**config.mk**
```make
export PLATFORM = sky130hd
export DESIGN_NAME = obstacle_array_control
export DESIGN_NICKNAME = d
export VERILOG_FILES = /design/src/rtl/obstacle_array_control.sv
export SDC_FILE = /design/constraint.sdc
export NUM_CORES = 1
export LEC_CHECK = 0
export CAP_MARGIN = 20
export CORE_ASPECT_RATIO = 0.9
export CORE_UTILIZATION = 55
export CTS_BUF_LIST = sky130_fd_sc_hd__clkbuf_8
export DETAILED_ROUTE_END_ITERATION = 8
export PLACE_DENSITY = 0.86
export SLEW_MARGIN = 20
export SYNTH_ARGS = -nofsm -noshare
export SYNTH_HDL_FRONTEND = slang
export SYNTH_SLANG_ARGS = --single-unit
```
**constraint.sdc**
```tcl
create_clock -name clk -period 6.6 [get_ports clk]
set_clock_uncertainty 0.1 [all_clocks]
set_input_delay 1.65 -clock clk [delete_from_list [all_inputs] [get_ports clk]]
set_output_delay 1.65 -clock clk [all_outputs]
set_load 0.02 [all_outputs]
```
**src/rtl/obstacle_array_control.sv**
```systemverilog
// Multi-slot falling-obstacle controller: spawns obstacles at LFSR-driven X positions,
// retires them as catches or misses, and ramps fall speed with cumulative catches.
module obstacle_array_control #(
  parameter int unsigned  NUM_OBS          = 4,
  parameter logic [9:0]   OBSTACLE_WIDTH   = 10'd30,
  parameter logic [9:0]   SCREEN_W         = 10'd640,
  parameter logic [9:0]   SCREEN_H         = 10'd480,
  parameter logic [9:0]   BASE_SPEED       = 10'd4,
  parameter logic [9:0]   MAX_SPEED        = 10'd16,
  parameter logic [7:0]   SPAWN_INTERVAL   = 8'd32,
  parameter logic [7:0]   LEVEL_UP_CATCHES = 8'd8,
  parameter logic [15:0]  LFSR_SEED        = 16'hACE1
) (
  input  logic                  clk,
  input  logic                  rst,
  input  logic                  game_en,
  input  logic                  run,
  input  logic [NUM_OBS-1:0]    collision,
  output logic [NUM_OBS-1:0]    obs_active,
  output logic [NUM_OBS*10-1:0] obs_x,
  output logic [NUM_OBS*10-1:0] obs_y,
  output logic [9:0]            speed,
  output logic                  catch_pulse,
  output logic                  miss_pulse,
  output logic [15:0]           catch_count
);

  localparam logic [9:0] X_LIM    = SCREEN_W - OBSTACLE_WIDTH;
  localparam logic [9:0] X_WRAP   = X_LIM + 10'd1;
  localparam logic [7:0] SPAWN_TC = SPAWN_INTERVAL - 8'd1;

  function automatic logic [15:0] lfsr_step(input logic [15:0] s);
    lfsr_step = {1'b0, s[15:1]} ^ (s[0] ? 16'hB400 : 16'h0000);
  endfunction

  function automatic logic [15:0] sat_add16(input logic [15:0] a, input logic [3:0] b);
    logic [16:0] s;
    s = {1'b0, a} + {13'd0, b};
    sat_add16 = s[16] ? 16'hFFFF : s[15:0];
  endfunction

  function automatic logic [9:0] speed_inc(input logic [9:0] s);
    speed_inc = (s >= MAX_SPEED) ? MAX_SPEED : s + 10'd1;
  endfunction

  // Fold LFSR values past the right edge back into the visible span
  function automatic logic [9:0] spawn_x(input logic [9:0] v);
    spawn_x = (v <= X_LIM) ? v : v - X_WRAP;
  endfunction

  logic [15:0]           lfsr;
  logic [7:0]            spawn_cnt;
  logic [15:0]           lvl_acc;

  logic                  tick;
  logic [NUM_OBS-1:0]    act_nxt;
  logic [NUM_OBS*10-1:0] x_nxt;
  logic [NUM_OBS*10-1:0] y_nxt;
  logic [NUM_OBS-1:0]    catch_vec;
  logic [NUM_OBS-1:0]    miss_vec;
  logic [3:0]            n_catch;
  logic                  spawn_due;
  logic                  spawned;
  logic [10:0]           y_sum;
  logic [7:0]            cnt_nxt;
  logic [15:0]           acc_sum;
  logic [15:0]           acc_nxt;
  logic [9:0]            speed_nxt;
  logic [15:0]           cc_nxt;

  assign tick = game_en & run;

  always_comb begin
    act_nxt   = obs_active;
    x_nxt     = obs_x;
    y_nxt     = obs_y;
    catch_vec = '0;
    miss_vec  = '0;
    n_catch   = 4'd0;
    spawned   = 1'b0;
    y_sum     = 11'd0;
    spawn_due = (spawn_cnt == SPAWN_TC);
    for (int i = 0; i < int'(NUM_OBS); i++) begin
      y_sum = {1'b0, obs_y[i*10 +: 10]} + {1'b0, speed};
      if (obs_active[i]) begin
        if (collision[i]) begin
          act_nxt[i]         = 1'b0;
          x_nxt[i*10 +: 10]  = 10'd0;
          y_nxt[i*10 +: 10]  = 10'd0;
          catch_vec[i]       = 1'b1;
          n_catch            = n_catch + 4'd1;
        end else if (y_sum >= {1'b0, SCREEN_H}) begin
          act_nxt[i]         = 1'b0;
          x_nxt[i*10 +: 10]  = 10'd0;
          y_nxt[i*10 +: 10]  = 10'd0;
          miss_vec[i]        = 1'b1;
        end else begin
          y_nxt[i*10 +: 10]  = y_sum[9:0];
        end
      end else if (spawn_due && !spawned) begin
        // Only slots free at the start of the tick are candidates
        act_nxt[i]           = 1'b1;
        x_nxt[i*10 +: 10]    = spawn_x(lfsr[9:0]);
        y_nxt[i*10 +: 10]    = 10'd0;
        spawned              = 1'b1;
      end
    end

    if (spawn_due) cnt_nxt = spawned ? 8'd0 : spawn_cnt;
    else           cnt_nxt = spawn_cnt + 8'd1;

    acc_sum   = sat_add16(lvl_acc, n_catch);
    acc_nxt   = acc_sum;
    speed_nxt = speed;
    if (acc_sum >= {8'd0, LEVEL_UP_CATCHES}) begin
      acc_nxt   = acc_sum - {8'd0, LEVEL_UP_CATCHES};
      speed_nxt = speed_inc(speed);
    end
    cc_nxt = sat_add16(catch_count, n_catch);
  end

  // Stage p0: registered game state and event pulses
  always_ff @(posedge clk or negedge rst) begin
    if (!rst) begin
      lfsr        <= LFSR_SEED;
      spawn_cnt   <= 8'd0;
      lvl_acc     <= 16'd0;
      obs_active  <= '0;
      obs_x       <= '0;
      obs_y       <= '0;
      speed       <= BASE_SPEED;
      catch_count <= 16'd0;
      catch_pulse <= 1'b0;
      miss_pulse  <= 1'b0;
    end else begin
      if (game_en) lfsr <= lfsr_step(lfsr);
      if (tick) begin
        spawn_cnt   <= cnt_nxt;
        lvl_acc     <= acc_nxt;
        obs_active  <= act_nxt;
        obs_x       <= x_nxt;
        obs_y       <= y_nxt;
        speed       <= speed_nxt;
        catch_count <= cc_nxt;
        catch_pulse <= |catch_vec;
        miss_pulse  <= |miss_vec;
      end else begin
        catch_pulse <= 1'b0;
        miss_pulse  <= 1'b0;
      end
    end
  end

endmodule
```
## Word level (Yosys, flattened, before mapping)

Index checks and enable logic that the tools add are counted.

| storage, ports and cells | value |
|---|---|
| flip-flop bits (word level) | 152 |
| bits in latches | 0 |
| RAM bits | 0 |
| ROM bits | 0 |
| input port bits | 8 |
| output and inout bits | 112 |
| word-level logic and storage cells | 159 |
| memories | 0 |

| operators by class | value |
|---|---|
| add/sub/neg operators | 13 |
| multipliers | 0 |
| divide/modulo/power cells | 0 |
| magnitude comparators | 7 |
| equal/unequal tests | 6 |
| shifts and indexed selects | 0 |
| multiplexer cells | 93 |
| bitwise operators | 2 |
| reductions and logical operators | 22 |

Operators with widths:

| operator | count |
|---|---|
| $mux 10 | 34 |
| $mux 16 | 4 |
| $mux 1 | 47 |
| $add 10x10->11 | 4 |
| $ge 11x9->1 const B | 4 |
| $add 16x4->17 | 2 |
| $mux 4 | 6 |
| $ge 16x4->1 const B | 1 |
| $mux 8 | 2 |
| $sub 16x4->16 const B | 1 |
| $xor 15x16->16 | 1 |
| $add 4x1->4 const B | 3 |
| $ne 3x2->1 const B | 4 |
| $reduce_and 2->1 | 6 |
| $reduce_and 3->1 | 4 |
| $add 10x1->10 const B | 1 |
| $ge 10x5->1 const B | 1 |
| $le 10x10->1 const B | 1 |
| $sub 10x10->10 const B | 1 |
| $add 8x1->8 const B | 1 |
| $eq 8x5->1 const B | 1 |
| $reduce_bool 2->1 | 4 |
| $reduce_or 4->1 | 2 |
| $logic_and 1x1->1 | 3 |
| other kinds (3) | 5 |

## Depth between registers and ports, before layout

| logic depth | value |
|---|---|
| depth after elaboration | 17 |
| depth in mapped cells | 24 |

## Worst setup path after synthesis

Ideal clock, no wire load.

| timing | value |
|---|---|
| path type | input-to-reg |
| from | in collision[0] |
| to | reg lvl_acc[15] |
| library setup time | 0.128 ns |
| arrival | 5.966 ns |
| setup slack | 0.407 ns |
| stages | 20 |
| path buffers | 1 |
| cell sequence | nand2_1 > inv_1 > ha_1 > nand2_1 > o21ai_0 > ha_1 > mux2_2 > ha_1 > mux2_2 > inv_1 > fa_1 > nand2b_1 > a2111oi_0 > mux2i_1 > nand3_1 > or2_1 > buf_6 > o2111ai_2 > mux2i_1 > mux2_1 |

| on the way | value |
|---|---|
| longest elaborated chain between the ends | 15 |

Ends and longest elaborated chain:

| element | line | RTL |
|---|---|---|
| start: declaration | 18 | `input logic [NUM_OBS-1:0] collision,` |
| $mux 1 (*) | 86 | `if (collision[i]) begin` |
| $mux 1 (*) | 85 | `if (obs_active[i]) begin` |
| $add 4x1->4 | 91 | `n_catch = n_catch + 4'd1;` |
| $mux 4 | 86 |  |
| $mux 4 (*) | 85 |  |
| $add 4x1->4 | 91 |  |
| $mux 4 | 86 |  |
| $mux 4 (*) | 85 |  |
| $add 4x1->4 | 91 |  |
| $mux 4 | 86 |  |
| $mux 4 (*) | 85 |  |
| $add 16x4->17 (*) | 38 | `s = {1'b0, a} + {13'd0, b};` |
| $mux 16 (*) | 39 | `sat_add16 = s[16] ? 16'hFFFF : s[15:0];` |
| $sub 16x4->16 or $ge 16x4->1 (tied branches) | 116, 115 |  |
| $mux 16 (*) | 115 | `if (acc_sum >= {8'd0, LEVEL_UP_CATCHES}) begin` |
| end signal: assignment | 139 | `lvl_acc <= acc_nxt;` |
| end: declaration | 53 | `logic [15:0] lvl_acc;` |

Every way passes the cells marked *; elsewhere a longest branch is shown, timed or not.
A chain may end at the register's enable or synchronous reset.

## Final worst setup path

| timing | value |
|---|---|
| from | in collision[0] |
| to | reg lvl_acc[7] |

Same word-level chain as after synthesis.

==> run summary <==
The flow ran to the end, and the final reports show no timing, DRC or antenna violations. Count of placed standard cells in the final layout, fillers left out: 1,376. In this run the tool buffered the top-level ports with 119 buffer cells. The run gives 8,309 as the number of global-route vias before repair. Setup repair after global routing left no endpoint under its margin. The max-slew headroom at the worst pin was 21.37%; the y dimension of the die was 126.9 microns. The largest family of logic cells by synthesized area is compound AO/OA/AOI/OAI gates. The tools report the residual antenna-violating net count after detailed routing as 0. The most used cell along the critical path was sky130_fd_sc_hd__ha_1. The number of pins exceeding their max-slew limit in the final report was 0; the count of yosys warnings during synthesis was 0.

The signal on the critical path passes through clkdlybuf4s50_1 -> nand2_1 -> inv_1 -> ha_1 -> nand2_1 -> o21ai_0 -> ha_1 -> mux2_2 -> ha_1 -> mux2_2 -> inv_1 -> fa_1 -> nand2b_1 -> a2111oi_0 -> buf_4 -> mux2i_1 -> nand3_1 -> or2_1 -> buf_4 -> o21ai_1 -> a22oi_1 -> a211o_1. Of the total power, the share spent switching nets is 42.41%. Cells with a size suffix above 1 make up 10.99% of the layout.

For the pin with the worst max-slew slack, the measured transition is 1172 ps. The HPWL after detailed placement is 18,170 microns. Worst setup slack after placement: -124.1 ps. The type of element capturing the critical path is a register. The run gives 0 ps as the final total negative setup slack. The overall fraction of global-route tracks in use came out at 29.77%.

Sequential cells burn 37.5% of the power. For this design the static power due to leakage is 5.173 nW. Once the floorplan was initialized, standard cells occupied 56.42% of the core.

The tools report the maximum resistive drop on vdd as 0.3178 mV. The commonest cells after synthesis are sky130_fd_sc_hd__dfrtp_1 (143), sky130_fd_sc_hd__nand2_1 (104), sky130_fd_sc_hd__nor2_1 (67). Synthesized area divided by synthesized cell count: 9.390 sq um. The netlist uses 83 different library cells. In this design, the largest share of critical-path delay is due to adder cells. Data arrives at the worst endpoint at 6560 ps.

The clock sink count came out at 152. The tree is rooted in a sky130_fd_sc_hd__clkbuf_8. Dividing the detail-routed via count by the number of cells gives 6.248. In this run, the combinational gates consume 45.3% of the power.

The number of buffers and inverters on the critical path is 5. Across all setup checks in the final design, the least slack found is 289.2 ps. The biggest fanout along the worst timing path came out at 5. At the end of routability-driven placement, the weighted congestion stood at 0.8900. Of the total synthesized cell area, the portion taken by full adders, half adders and majority gates is 8.744%. The final worst-path cycle share is 95.62%, and the power density relative to cell area is 363.4 mW/mm^2. For the fmax, the log shows 0.1585 GHz. Summing the areas of all xor and xnor instances in the mapped netlist gives 3.952% of the synthesized area. TritonCTS built the clock tree.

The row count is 45. Max-cap violations in this run came to 0. The first TritonRoute pass finished after 7 iterations. Summed over all layers, the routed wires come to 25,530 microns.

Summing over every cut layer, the via total after detailed routing is 8,597. The floorplan step defined a die boundary enclosing 0.01786 sq mm. Hold violation count in the final report: 0. Yosys attributes the largest share of cell area to sky130_fd_sc_hd__dfrtp_1 (38%), sky130_fd_sc_hd__ha_1 (7.5%), sky130_fd_sc_hd__nand2_1 (4.1%). Counting flops with an async set or reset pin after synthesis yields a share of 100.0%. The clock network is responsible for 17.2% of the overall power. Sequential cells were found to cover 40.03% of the synthesized design area. The maximum count of clock buffers along a single path came out at 2. Area of the core: 0.01689 sq mm. For this run the aggregate overflow at the end of global routing stands at 0. The run gives 0.001775 W as the switching power.

The run gives 470 ps as the insertion delay to the later sink of the worst-skew pair. For this design, the slowest cell found on the critical path is sky130_fd_sc_hd__clkdlybuf4s50_1. sky130_fd_sc_hd__dfrtp_1 takes more of the synthesized area than any other cell. The clock-pin slew on the worst setup and hold paths was 90 ps; the number of clock buffers inserted by TritonCTS was 17. Hold repair after CTS inserted 0 buffers. Count of final setup violators: 0. The net count reported at finish came out at 1,223. Summing the areas of all compound-gate instances in the mapped netlist gives 22.48% of the synthesized area. The initial antenna violation count was 0; the flop and latch count out of synthesis was 152. Of the total synthesized cell area, the portion taken by AND, OR, NAND and NOR gates is 17.83%.

Number of standard cells after synthesis: 1,015. The proportion of synthesized area in mux cells came out at 3.216%. The run gives 0 as the total DRC errors in the routed layout. CTS built an H-tree with a depth of 4. The internal portion of the total power is 0.002411 W. The area growth from synthesis to layout is 20.87%. The tools report the I/O pin total as 120.

The longest individual stage delay on the worst path is 550 ps, and the number of gates resized after cts is 0. After detailed routing, the average wire length per cell comes to 18.55 microns. The number of violations reported at the end of detailed-routing iteration 0 is 708, and the number of flops mapped to enable cells by yosys is 0.

Entering global routing, the biggest net connects 106 pins. The logs give 1,344 for the instance count after placement with tap cells included and 0 for the number of buffers inserted to repair setup after CTS. After synthesis, the largest area contributor takes up 37.55% of total cell area.

Measured along the x axis, the die boundary spans 140.8 microns. The shortest period the worst path allows is 6311 ps. The setup path with the least slack is of type in2reg. Type of the tightest min-delay check: reg2reg. The run gives 0 as the final antenna diode count. The tools report the kind of launch point of the worst setup path as an input port.

The run gives 0.009530 sq mm as the cell area after synthesis. The most instantiated flip-flop cell in the synthesis netlist is sky130_fd_sc_hd__dfrtp_1. Counting every net in the synthesized netlist gives 1,086.

For the worst setup path, the data required time is 6850 ps. sky130_fd_sc_hd__dfrtp_1 is the most common cell in the netlist. The first global-routing pass estimated 42,170 microns of wire.
[placed cells by master (no fill, tap or decap), types with 6 or more instances in the layout]
cell type / instances
sky130_fd_sc_hd__nand2_1: 104
sky130_fd_sc_hd__clkdlybuf4s50_1: 118
sky130_fd_sc_hd__nand2b_1: 17
sky130_fd_sc_hd__or2_2: 6
sky130_fd_sc_hd__nor2b_1: 13
sky130_fd_sc_hd__o21ai_0: 49
sky130_fd_sc_hd__mux2_2: 20
sky130_fd_sc_hd__buf_4: 42
sky130_fd_sc_hd__o31ai_1: 30
sky130_fd_sc_hd__xnor2_1: 32
sky130_fd_sc_hd__and2_1: 17
sky130_fd_sc_hd__nor3_1: 38
sky130_fd_sc_hd__a21oi_1: 37
sky130_fd_sc_hd__xor2_1: 11
sky130_fd_sc_hd__fa_1: 6
sky130_fd_sc_hd__mux2i_1: 7
sky130_fd_sc_hd__o211ai_1: 9
sky130_fd_sc_hd__dfstp_2: 9
sky130_fd_sc_hd__o21a_1: 10
sky130_fd_sc_hd__nand4_1: 11
sky130_fd_sc_hd__ha_1: 57
sky130_fd_sc_hd__a211oi_1: 10
sky130_fd_sc_hd__a31oi_1: 9
sky130_fd_sc_hd__nand3_1: 33
sky130_fd_sc_hd__o2bb2ai_1: 20
sky130_fd_sc_hd__a311oi_1: 8
sky130_fd_sc_hd__nor2_1: 67
sky130_fd_sc_hd__dfrtp_1: 143
sky130_fd_sc_hd__and3_1: 13
sky130_fd_sc_hd__clkbuf_8: 17
sky130_fd_sc_hd__inv_1: 42
sky130_fd_sc_hd__or3_1: 6
sky130_fd_sc_hd__a21o_1: 39
[per-layer routing]
metal | vias up | track usage, % | wire length (microns)
li1 | 4015 | - | -
met1 | 4148 | 40.32 | 11310
met2 | 368 | 46.56 | 11680
met3 | 66 | 6.984 | 1927
met4 | 0 | 11.25 | 605
met5 | - | 0 | 0
[area by class of cell]
cell class                 count  area [sq um]
clock buffer                  17         234.0
clock inverter                15         160.2
fill                        1251          5371
inverter                      42         157.7
multi-input combinational    777          5361
sequential                   152          3815
tap                          211         264.0
timing repair buffer         162          1528
[cell families (layout without fill, tap and decap cells)]
family / after synthesis / after routing
AO/OA/AOI/OAI: 296 / 296
AND/OR/NAND/NOR: 347 / 347
buffers and inverters: 86 / 236
adder cells (fa/ha/maj): 63 / 63
multiplexers: 28 / 28
XOR/XNOR: 43 / 43
flip-flops: 152 / 152
[path summary, 6_finish.rpt]
check                                                end  cells after the start  slack, ps                       from
worst min register to register  spawn_cnt[7]$_DFFE_PN0P_                      1        390   spawn_cnt[7]$_DFFE_PN0P_
worst max-delay path              lvl_acc[7]$_DFFE_PN0P_                     22        290               collision[0]
worst max register to register    lvl_acc[7]$_DFFE_PN0P_                     21       1490  obs_active[0]$_DFFE_PN0P_
max in group asynchronous          obs_y[39]$_DFFE_PN0P_                      2       4020                        rst
min in group asynchronous          obs_y[34]$_DFFE_PN0P_                      1       1180                        rst
worst min-delay path            spawn_cnt[7]$_DFFE_PN0P_                      1        390   spawn_cnt[7]$_DFFE_PN0P_
[worst reg2reg max path: stages (launching register included)]
cell and delay [ps]:
sky130_fd_sc_hd__dfrtp_1 490, sky130_fd_sc_hd__nand2_1 130, sky130_fd_sc_hd__inv_1 50, sky130_fd_sc_hd__ha_1 260, sky130_fd_sc_hd__nand2_1 60, sky130_fd_sc_hd__o21ai_0 130
sky130_fd_sc_hd__ha_1 340, sky130_fd_sc_hd__mux2_2 270, sky130_fd_sc_hd__ha_1 270, sky130_fd_sc_hd__mux2_2 150, sky130_fd_sc_hd__inv_1 50, sky130_fd_sc_hd__fa_1 410
sky130_fd_sc_hd__nand2b_1 210, sky130_fd_sc_hd__a2111oi_0 450, sky130_fd_sc_hd__buf_4 190, sky130_fd_sc_hd__mux2i_1 210, sky130_fd_sc_hd__nand3_1 110, sky130_fd_sc_hd__or2_1 320
sky130_fd_sc_hd__buf_4 170, sky130_fd_sc_hd__o21ai_1 260, sky130_fd_sc_hd__a22oi_1 140, sky130_fd_sc_hd__a211o_1 240
[flip-flops by register name (all words and copies together), names as in the netlist]
register     cells
catch_pulse      1
obs_x           40
lfsr            16
speed           10
obs_y           40
lvl_acc         16
catch_count     16
miss_pulse       1
obs_active       4
spawn_cnt        8
[power groups by stage]
stage | Clock [W] | Sequential [W] | Combinational, W
final | 0.000720 | 0.00157 | 0.00190
after global routing | 0.000769 | 0.00160 | 0.00207
after global placement | 0 | 0.00155 | 0.00182
after detailed placement | 0 | 0.00156 | 0.00187
after CTS | 0.000726 | 0.00156 | 0.00189
after floorplan | 0 | 0.00167 | 0.000995
[per-stage QoR]
stage                     utilization [%]  power [W]  hold slack, ps  instance area (sq um)
after floorplan                         -   0.002664           337.7                   9530
after global placement              65.87   0.003370           357.9                  11130
after detailed placement            65.87   0.003432           365.7                  11130
after CTS                           68.20   0.004177           385.3                  11520
after global routing                68.20   0.004440           405.3                  11520
final                               68.20   0.004186           387.6                  11520
Note: power is estimated with default switching activity, not from simulation.
